### src/rtl/shift_sequencer_if.sv
// Request/result bus of the multi-cycle shift sequencer.
//
// Handshake rules, both directions:
//   - A transfer happens on a rising clock edge where valid and ready are both high.
//   - Request side: valid_i/sel_i/A_i/shamt_i come from the master; ready_o comes
//     from the sequencer and is high only while it is idle.
//   - Result side: valid_o/data_o come from the sequencer; ready_i comes from the
//     consumer. While valid_o is high and ready_i is low, data_o does not change.
interface shift_sequencer_if #(
    parameter int WIDTH = 8
);
    logic             valid_i;
    logic             ready_o;
    logic [1:0]       sel_i;
    logic [WIDTH-1:0] A_i;
    logic [WIDTH-1:0] shamt_i;
    logic             valid_o;
    logic             ready_i;
    logic [WIDTH-1:0] data_o;
    logic             busy_o;

    // Sequencer side
    modport slave (
        input  valid_i, sel_i, A_i, shamt_i, ready_i,
        output ready_o, valid_o, data_o, busy_o
    );

    // Requester / consumer side
    modport master (
        output valid_i, sel_i, A_i, shamt_i, ready_i,
        input  ready_o, valid_o, data_o, busy_o
    );
endinterface

### src/rtl/shift_sequencer.sv
// Multi-cycle shifter: accepts one request, applies one single-bit shift per clock
// until the effective amount is used up, then presents the result until taken.
// Ops: 00 SLL, 01 SRL, 10 SRA, 11 ROR.
module shift_sequencer #(
    parameter int WIDTH = 8
) (
    input  logic                clk_i,
    input  logic                rst_i,
    shift_sequencer_if.slave    bus,
    output logic [1:0]          dbg_state_o
);
    localparam int CW = $clog2(WIDTH + 1);

    localparam logic [1:0] OP_SLL = 2'b00;
    localparam logic [1:0] OP_SRL = 2'b01;
    localparam logic [1:0] OP_SRA = 2'b10;
    localparam logic [1:0] OP_ROR = 2'b11;

    typedef enum logic [1:0] {
        IDLE  = 2'd0,
        SHIFT = 2'd1,
        DONE  = 2'd2
    } state_t;

    state_t           state_q, state_d;
    logic [WIDTH-1:0] data_q, data_d;
    logic [CW-1:0]    count_q, count_d;
    logic [1:0]       sel_q, sel_d;

    logic [CW-1:0]    eff_n;
    logic [WIDTH-1:0] shifted;

    // Effective amount: linear shifts saturate at WIDTH, rotates wrap modulo WIDTH.
    always_comb begin
        eff_n = '0;
        if (bus.sel_i == OP_ROR) begin
            eff_n = CW'(bus.shamt_i % WIDTH'(WIDTH));
        end else if (bus.shamt_i >= WIDTH'(WIDTH)) begin
            eff_n = CW'(WIDTH);
        end else begin
            eff_n = bus.shamt_i[CW-1:0];
        end
    end

    // One single-bit stage of the latched operation applied to the data register.
    always_comb begin
        shifted = data_q;
        case (sel_q)
            OP_SLL:  shifted = {data_q[WIDTH-2:0], 1'b0};
            OP_SRL:  shifted = {1'b0, data_q[WIDTH-1:1]};
            OP_SRA:  shifted = {data_q[WIDTH-1], data_q[WIDTH-1:1]};
            OP_ROR:  shifted = {data_q[0], data_q[WIDTH-1:1]};
            default: shifted = data_q;
        endcase
    end

    // Next-state logic: accept in IDLE, step in SHIFT, wait for the consumer in DONE.
    always_comb begin
        state_d = state_q;
        data_d  = data_q;
        count_d = count_q;
        sel_d   = sel_q;
        case (state_q)
            IDLE: begin
                if (bus.valid_i) begin
                    data_d  = bus.A_i;
                    sel_d   = bus.sel_i;
                    count_d = eff_n;
                    state_d = (eff_n == '0) ? DONE : SHIFT;
                end
            end
            SHIFT: begin
                data_d  = shifted;
                count_d = count_q - CW'(1);
                if (count_q == CW'(1)) begin
                    state_d = DONE;
                end
            end
            DONE: begin
                // Returning to IDLE first leaves a one-cycle bubble before the next accept.
                if (bus.ready_i) begin
                    state_d = IDLE;
                end
            end
            default: state_d = IDLE;
        endcase
    end

    // State and datapath registers; reset aborts any operation in flight.
    always_ff @(posedge clk_i or posedge rst_i) begin
        if (rst_i) begin
            state_q <= IDLE;
            data_q  <= '0;
            count_q <= '0;
            sel_q   <= OP_SLL;
        end else begin
            state_q <= state_d;
            data_q  <= data_d;
            count_q <= count_d;
            sel_q   <= sel_d;
        end
    end

    assign bus.ready_o = (state_q == IDLE);
    assign bus.valid_o = (state_q == DONE);
    assign bus.busy_o  = (state_q != IDLE);
    assign bus.data_o  = data_q;
    assign dbg_state_o = state_q;
endmodule

### src/flat_wrapper.sv
// flat-port wrapper written by rule: the top's interface ports become plain ports
module shift_sequencer_flat 
#(
    parameter int WIDTH = 8
)
  (clk_i, rst_i, dbg_state_o, bus_valid_i, bus_sel_i, bus_A_i, bus_shamt_i, bus_ready_i, bus_ready_o, bus_valid_o, bus_data_o, bus_busy_o);
  shift_sequencer_if #(.WIDTH(WIDTH)) bus_i ();
  input  logic clk_i;
  input  logic rst_i;
  output logic [1:0] dbg_state_o;
  input wire logic [$bits(bus_i.valid_i)-1:0] bus_valid_i;
  input wire logic [$bits(bus_i.sel_i)-1:0] bus_sel_i;
  input wire logic [$bits(bus_i.A_i)-1:0] bus_A_i;
  input wire logic [$bits(bus_i.shamt_i)-1:0] bus_shamt_i;
  input wire logic [$bits(bus_i.ready_i)-1:0] bus_ready_i;
  output wire logic [$bits(bus_i.ready_o)-1:0] bus_ready_o;
  output wire logic [$bits(bus_i.valid_o)-1:0] bus_valid_o;
  output wire logic [$bits(bus_i.data_o)-1:0] bus_data_o;
  output wire logic [$bits(bus_i.busy_o)-1:0] bus_busy_o;
  assign bus_i.valid_i = bus_valid_i;
  assign bus_i.sel_i = bus_sel_i;
  assign bus_i.A_i = bus_A_i;
  assign bus_i.shamt_i = bus_shamt_i;
  assign bus_i.ready_i = bus_ready_i;
  assign bus_ready_o = bus_i.ready_o;
  assign bus_valid_o = bus_i.valid_o;
  assign bus_data_o = bus_i.data_o;
  assign bus_busy_o = bus_i.busy_o;
  shift_sequencer #(.WIDTH(WIDTH)) u_core (.clk_i(clk_i), .rst_i(rst_i), .bus(bus_i), .dbg_state_o(dbg_state_o));
endmodule
### config.mk
export PLATFORM = sky130hd
export DESIGN_NAME = shift_sequencer_flat
export DESIGN_NICKNAME = d
export VERILOG_FILES = /design/src/rtl/shift_sequencer_if.sv /design/src/rtl/shift_sequencer.sv /design/src/flat_wrapper.sv
export SDC_FILE = /design/constraint.sdc
export NUM_CORES = 1
export LEC_CHECK = 0
export CORE_AREA = 4 4 46 58
export DETAILED_ROUTE_END_ITERATION = 12
export DIE_AREA = 0 0 50 62
export PLACE_DENSITY = 0.83
export SKIP_CTS_REPAIR_TIMING = 1
export SLEW_MARGIN = 20
export SYNTH_ARGS = -nofsm -noshare
export SYNTH_HDL_FRONTEND = slang
export SYNTH_SLANG_ARGS = --single-unit
### constraint.sdc
create_clock -name clk_i -period 2.42 [get_ports clk_i]
set_clock_uncertainty 0.05 [all_clocks]
set_input_delay 0.484 -clock clk_i [delete_from_list [all_inputs] [get_ports clk_i]]
set_output_delay 0.484 -clock clk_i [all_outputs]
set_load 0.1 [all_outputs]
==> results.tsv, run 1 <==
stage	metric	value	unit
synthesis	synth_area_leader_cell	dfrtp_1	
floorplan	die_x	50	um
routing	first_pass_iters	4	
global_route	grt_util_all_layers	17.5	%
placement	place_hpwl	1920	um
global_route	grt_overflow_total	0	
routing	post_drt_wl_per_cell	15.4	um
synthesis	synth_edf_count	0	
critical_path	r2r-start	u_core.sel_q[1]	
placement	gp_congestion	0.778	
routing	drc_errors	0	
finish	final_layout_size_suffix_gt1_share	25.0	%
floorplan	design.core.area	2160	um2
critical_path	reg2reg_to	u_core.bus.data_o[6]	
finish	diodes	0	
synthesis	yosysWarnings	0	
min_path	hold_class	reg -> reg	
sta	clock.fmax	492	MHz
flow_run	cap_violations	0	
critical_path	worstPathMaxFanout	15	
clock_network	cts_buffers	3	
sta	maxSlewViolCount	0	
placement	place_ws	0.429	ns
synthesis	synth.most_common_cell	dfrtp_1	
clock_network	clk_latency	0.29	ns
floorplan	rows	19	
finish	final_area	1360	um2
clock_network	cts_root_buf	clkbuf_4	
synthesis	synthTopCellsByCount	16 x dfrtp_1, 8 x inv_1, 8 x nand2_1, 8 x o21ai_0, 6 x mux2i_1	
placement	io_buffers	34	
routing	dr.first_iter.drc_count	21	
finish	n_fill_cell	176	
sta	rsz0062_at_grt	no	
floorplan	start_util	44.5	%
synthesis	syn_nets	120	
outcome	status	finished, final reports clean	
finish	syn_to_final_growth	41.2	%
sta	fin_crit	2.03	ns
min_path	holdPathStages	2	
clock_network	path_clk_slew	0.09	ns
finish	final_cells	163	
critical_path	required	1.89	ns
critical_path	r2r_setup_slack	0.77	ns
sta	worstMarginPinSlew	0.626	ns
synthesis	ys_ff_latch	16	
min_path	hp-start	u_core.count_q[1]	
global_route	grt_start_max_net_pins	17	
clock_network	cts_tree	done	
sta	slew_headroom	58.2	%
clock_network	cts_max_path_buffers	2	
synthesis	synthDistinctLibCells	33	
critical_path	critPathKind	reg -> out	
synthesis	syn-cell-area	963	um2
min_path	holdPathEnd	u_core.count_q[1]	
global_route	grt_pass1_wl	4080	um
synthesis	synthArstFlopShare	100	%
floorplan	pin_count	35	
placement	placed_area	1330	um2
clock_network	clock-sinks	16	
floorplan	dieArea	3100	um2
synthesis	ys.flop_type	dfrtp_1	
synthesis	synthCells	96	
floorplan	chipHeight	62	um
synthesis	synth_area_leaders	dfrtp_1 42%, mux2i_1 6.2%, mux2_2 4.7%, a32oi_1 4.5%, o221ai_1 4.5%	
critical_path	end_kind	output port	
finish	multi_input_area	520	um2
synthesis	ys_seq_area_share	41.6	%
sta	hold_viol_final	0	
critical_path	startpoint_type	flop	
sta	period_share	84.0	%
sta	setup_viol	0	
global_route	grt_pass1_vias	916	
critical_path	worst_r2r_path_depth	3	
finish	ff_latch_area	405	um2
routing	routed_wl	2510	um
synthesis	yosys.area.top_type_share	41.6	%
critical_path	cp.arrival	1.50	ns
clock_network	htree_levels	1	
finish	fin_nets	157	
routing	drt-vias-per-instance	5.56	
routing	ant_nets	0	
synthesis	avgSynthCellArea	10.0	um2
sta	setup_ws	0.387	ns
routing	via_count	906	
placement	placedCellCount	159	
global_route	antenna_found_initial	0	
cells by family after synthesis:
logic type	after synthesis	share of synthesized area, %
AOI/OAI and AO/OA	30	23.8
buffers and inverters	12	5.20
and+or+nand+nor	26	16.0
muxes	10	10.9
DFF	16	41.6
adders and majority gates	2	2.60
stage by stage:
step | TNS [ns] | utilization [%] | hold WS (ns)
2_1_floorplan | -0.213 | - | 0.348
3_3_place_gp | 0 | 61.7 | 0.452
3_5_place_dp | 0 | 61.7 | 0.473
4_1_cts | 0 | 62.9 | 0.496
5_1_grt | 0 | 62.9 | 0.528
6_report | 0 | 62.9 | 0.495
worst max path at each step:
stage | startpoint | cells after the start | slack [ns] | endpoint
2_1_floorplan | u_core.dbg_state_o[1] | 3 | -0.21 | bus_busy_o
4_1_cts | u_core.dbg_state_o[1] | 3 | 0.37 | bus_busy_o
5_1_grt | u_core.dbg_state_o[1] | 3 | 0.31 | bus_busy_o
6_report | u_core.dbg_state_o[1] | 3 | 0.39 | bus_busy_o
3_5_place_dp | bus_shamt_i[7] | 4 | 0.43 | u_core.count_q[1]
3_3_place_gp | bus_shamt_i[7] | 4 | 0.47 | u_core.count_q[2]
area by class of cell:
| class | instances | share of cell area, % |
|---|---|---|
| Tap cell | 31 | 2.85 |
| Inverter | 8 | 2.48 |
| Multi-Input combinational cell | 68 | 38.3 |
| Timing Repair Buffer | 36 | 24.7 |
| Sequential cell | 16 | 29.8 |
| Clock buffer | 4 | 1.93 |
sequential cells by signal (all words and copies together), names as in the netlist:
signal              cells
u_core.sel_q            2
u_core.bus.data_o       8
u_core.dbg_state_o      2
u_core.count_q          4
worst max-delay path, stage by stage (launching register included):
cell and delay, ns:
dfrtp_4 0.57, nor2_4 0.29, clkinvlp_4 0.12, buf_4 0.23
per-layer routing:
metal,wire (um),GRT usage (%),vias to the layer above
met5,0,0,-
met4,67,11.5,0
met3,141,4.06,8
met2,1260,31.3,28
met1,1040,18.7,432
li1,-,-,438
cell usage in the layout, fill, tap and decap left out, drive strengths merged, types with 4 or more instances in the layout:
master and instances:
a32oi 5, buf 15, clkbuf 4, clkdlybuf4s50 21, dfrtp 16, inv 7
mux2 4, mux2i 6, nand2 8, nand2b 4, o21ai 8, o221ai 5
Power of run 1 is not shown: default switching activity piles up to over one toggle a cycle in this logic, so the estimate is an artifact.
==> inputs of run 2 (changes only) <==
--- a/config.mk
+++ b/config.mk
@@ -5,10 +5,10 @@
 export SDC_FILE = /design/constraint.sdc
 export NUM_CORES = 1
 export LEC_CHECK = 0
-export CORE_AREA = 4 4 46 58
+export CORE_AREA = 4 4 50 63
 export DETAILED_ROUTE_END_ITERATION = 12
-export DIE_AREA = 0 0 50 62
-export PLACE_DENSITY = 0.83
+export DIE_AREA = 0 0 54 67
+export PLACE_DENSITY = 0.74
 export SKIP_CTS_REPAIR_TIMING = 1
 export SLEW_MARGIN = 20
 export SYNTH_ARGS = -nofsm -noshare
==> constraint.sdc (replaced) <==
create_clock -name clk_i -period 1.8 [get_ports clk_i]
set_clock_uncertainty 0.05 [all_clocks]
set_input_delay 0.36 -clock clk_i [delete_from_list [all_inputs] [get_ports clk_i]]
set_output_delay 0.36 -clock clk_i [all_outputs]
set_load 0.1 [all_outputs]
==> run 2 against run 1 <==
Against the previous run:
- register-to-register slack got worse by 0.62 ns
- utilization fell by 2.9 points
- global-route usage fell by 1.3 points
- sequential share of layout area fell by 3.8 points
- cell count rose by 5.5%
- setup slack got worse by 0.37 ns
- worst hold slack got worse by 0.18 ns
- via count rose by 2.9%
- wire length rose by 9.3%
- sequential cell count did not move
- critical endpoint unchanged
- largest cell class is now buffers
==> results.tsv, run 2 (synthesized netlist as in run 1, its figures left out) <==
stage	metric	value	unit	change
finish	n_fill_cell	214		+22%
finish	final_cell_mix	21 x clkdlybuf4s50_1, 14 x dfrtp_1, 13 x buf_12		
critical_path	r2r-start	u_core.dbg_state_o[0]		
global_route	grt_util_all_layers	16.2	%	-1.3 points
floorplan	die_x	54	um	+8.0%
floorplan	start_util	37.0	%	-7.5 points
finish	final_layout_size_suffix_gt1_share	28.3	%	+3.3 points
sta	maxSlewViolCount	0		unchanged
critical_path	cp_cell_sequence	nor2_4 > clkinvlp_4 > buf_12		
clock_network	cts_root_buf	clkbuf_4		
finish	final_area	1560	um2	+15%
routing	first_pass_iters	5		+1
clock_network	path_clk_slew	0.10	ns	about the same
placement	io_buffers	34		unchanged
flow_run	cap_violations	0		unchanged
critical_path	startpoint_type	flop		
clock_network	htree_levels	1		unchanged
critical_path	slowest_delay	0.55	ns	-0.02 ns
min_path	hold_class	in -> async		
clock_network	cts_max_path_buffers	2		unchanged
routing	routed_wl	2740	um	+9.3%
clock_network	clock-sinks	16		unchanged
sta	rsz0062_at_grt	yes		
routing	drc_errors	0		unchanged
routing	via_count	932		+2.9%
global_route	grt_overflow_total	0		unchanged
sta	hold_viol_final	0		unchanged
floorplan	chipHeight	67	um	+8.1%
routing	ant_nets	0		unchanged
critical_path	r2r_setup_slack	0.15	ns	-0.62 ns
global_route	grt_pass1_wl	4300	um	+5.2%
sta	hold_ws	0.319	ns	-0.176 ns
placement	place_hpwl	2200	um	+14%
finish	largest_reg_flops	8		unchanged
global_route	grt_pass1_vias	924		+0.87%
sta	clock.fmax	560	MHz	
global_route	grt_start_max_net_pins	17		unchanged
clock_network	cts_tree	done		
floorplan	design.core.area	2600	um2	+20%
clock_network	cts_buffers	3		unchanged
floorplan	rows	21		+2
critical_path	worstPathMaxFanout	8		-7
sta	slew_headroom	55.0	%	-3.2 points
critical_path	cp.arrival	1.38	ns	-0.12 ns
clock_network	clk_latency	0.28	ns	about the same
global_route	antenna_found_initial	0		unchanged
outcome	status	finished, final reports clean		
critical_path	end_kind	output port		
finish	fin_nets	163		+3.8%
critical_path	crit_slowest_cell	dfrtp_4		
routing	dr.first_iter.drc_count	22		+4.8%
placement	gp_congestion	0.771		-0.87%
sta	fin_crit	1.79	ns	
floorplan	pin_count	35		unchanged
critical_path	critPathKind	reg -> out		
placement	placed_area	1500	um2	+13%
critical_path	required	1.39	ns	-0.50 ns
finish	diodes	0		unchanged
critical_path	reg2reg_to	u_core.count_q[1]		
routing	post_drt_wl_per_cell	15.9	um	+3.6%
routing	drt-vias-per-instance	5.42		-2.5%
sta	period_share	99.3	%	
finish	syn_to_final_growth	61.8	%	
sta	setup_viol	0		unchanged
finish	final_common_cell	clkdlybuf4s50_1		
sta	worstMarginPinSlew	0.674	ns	+0.0477 ns
critical_path	worst_r2r_path_depth	4		+1
floorplan	dieArea	3620	um2	+17%
-- run 2: cell count changes in the layout (fill, tap and decap cells not counted), sizes merged --
cell  delta
buf      +6
-- run 2: worst max-delay path by stage --
stage | slack (ns) | from | depth (start not counted) | to
floorplan | -0.71 | u_core.dbg_state_o[1] | 3 | bus_busy_o
global placement | -0.03 | bus_shamt_i[7] | 4 | u_core.count_q[2]
detailed placement | -0.08 | bus_shamt_i[7] | 4 | u_core.count_q[1]
CTS | -0.12 | u_core.dbg_state_o[1] | 3 | bus_busy_o
global route | -0.04 | u_core.dbg_state_o[1] | 3 | bus_busy_o
finish | 0.01 | u_core.dbg_state_o[1] | 3 | bus_busy_o
-- run 2: through the flow --
step                      utilization, %  setup slack, ns  setup TNS (ns)  instances
final                               59.9           0.0135               0        172
after global routing                59.9          -0.0422         -0.0732        172
after CTS                           58.8           -0.121          -0.121        168
after detailed placement            57.8          -0.0795          -0.401        164
after global placement              57.8          -0.0284          -0.121        164
after floorplan                        -           -0.707           -1.84         96
-- run 2: cell type report --
cell class              count  area (um2)  share of cell area (%)
flip-flops and latches     16         405                    26.0
multi-input cells          68         520                    33.4
well taps                  34        42.5                    2.73
repair buffers             42         531                    34.0
clock buffers               4        26.3                    1.69
inverters                   8        33.8                    2.17
-- run 2: routing by layer --
metal / track usage, % / part of all wire, %
met5: 0 / 0
met4: 6.54 / 2.0
met3: 2.46 / 5.0
met2: 29.8 / 54
met1: 17.8 / 39
-- run 2: worst max-delay path: cells and delay by family (launching register included) --
| family | cells | cell delay, ns |
|---|---|---|
| buf+inv | 2 | 0.33 |
| flops | 1 | 0.55 |
| simple gates | 1 | 0.21 |
Power of run 2 is left out for the same reason.
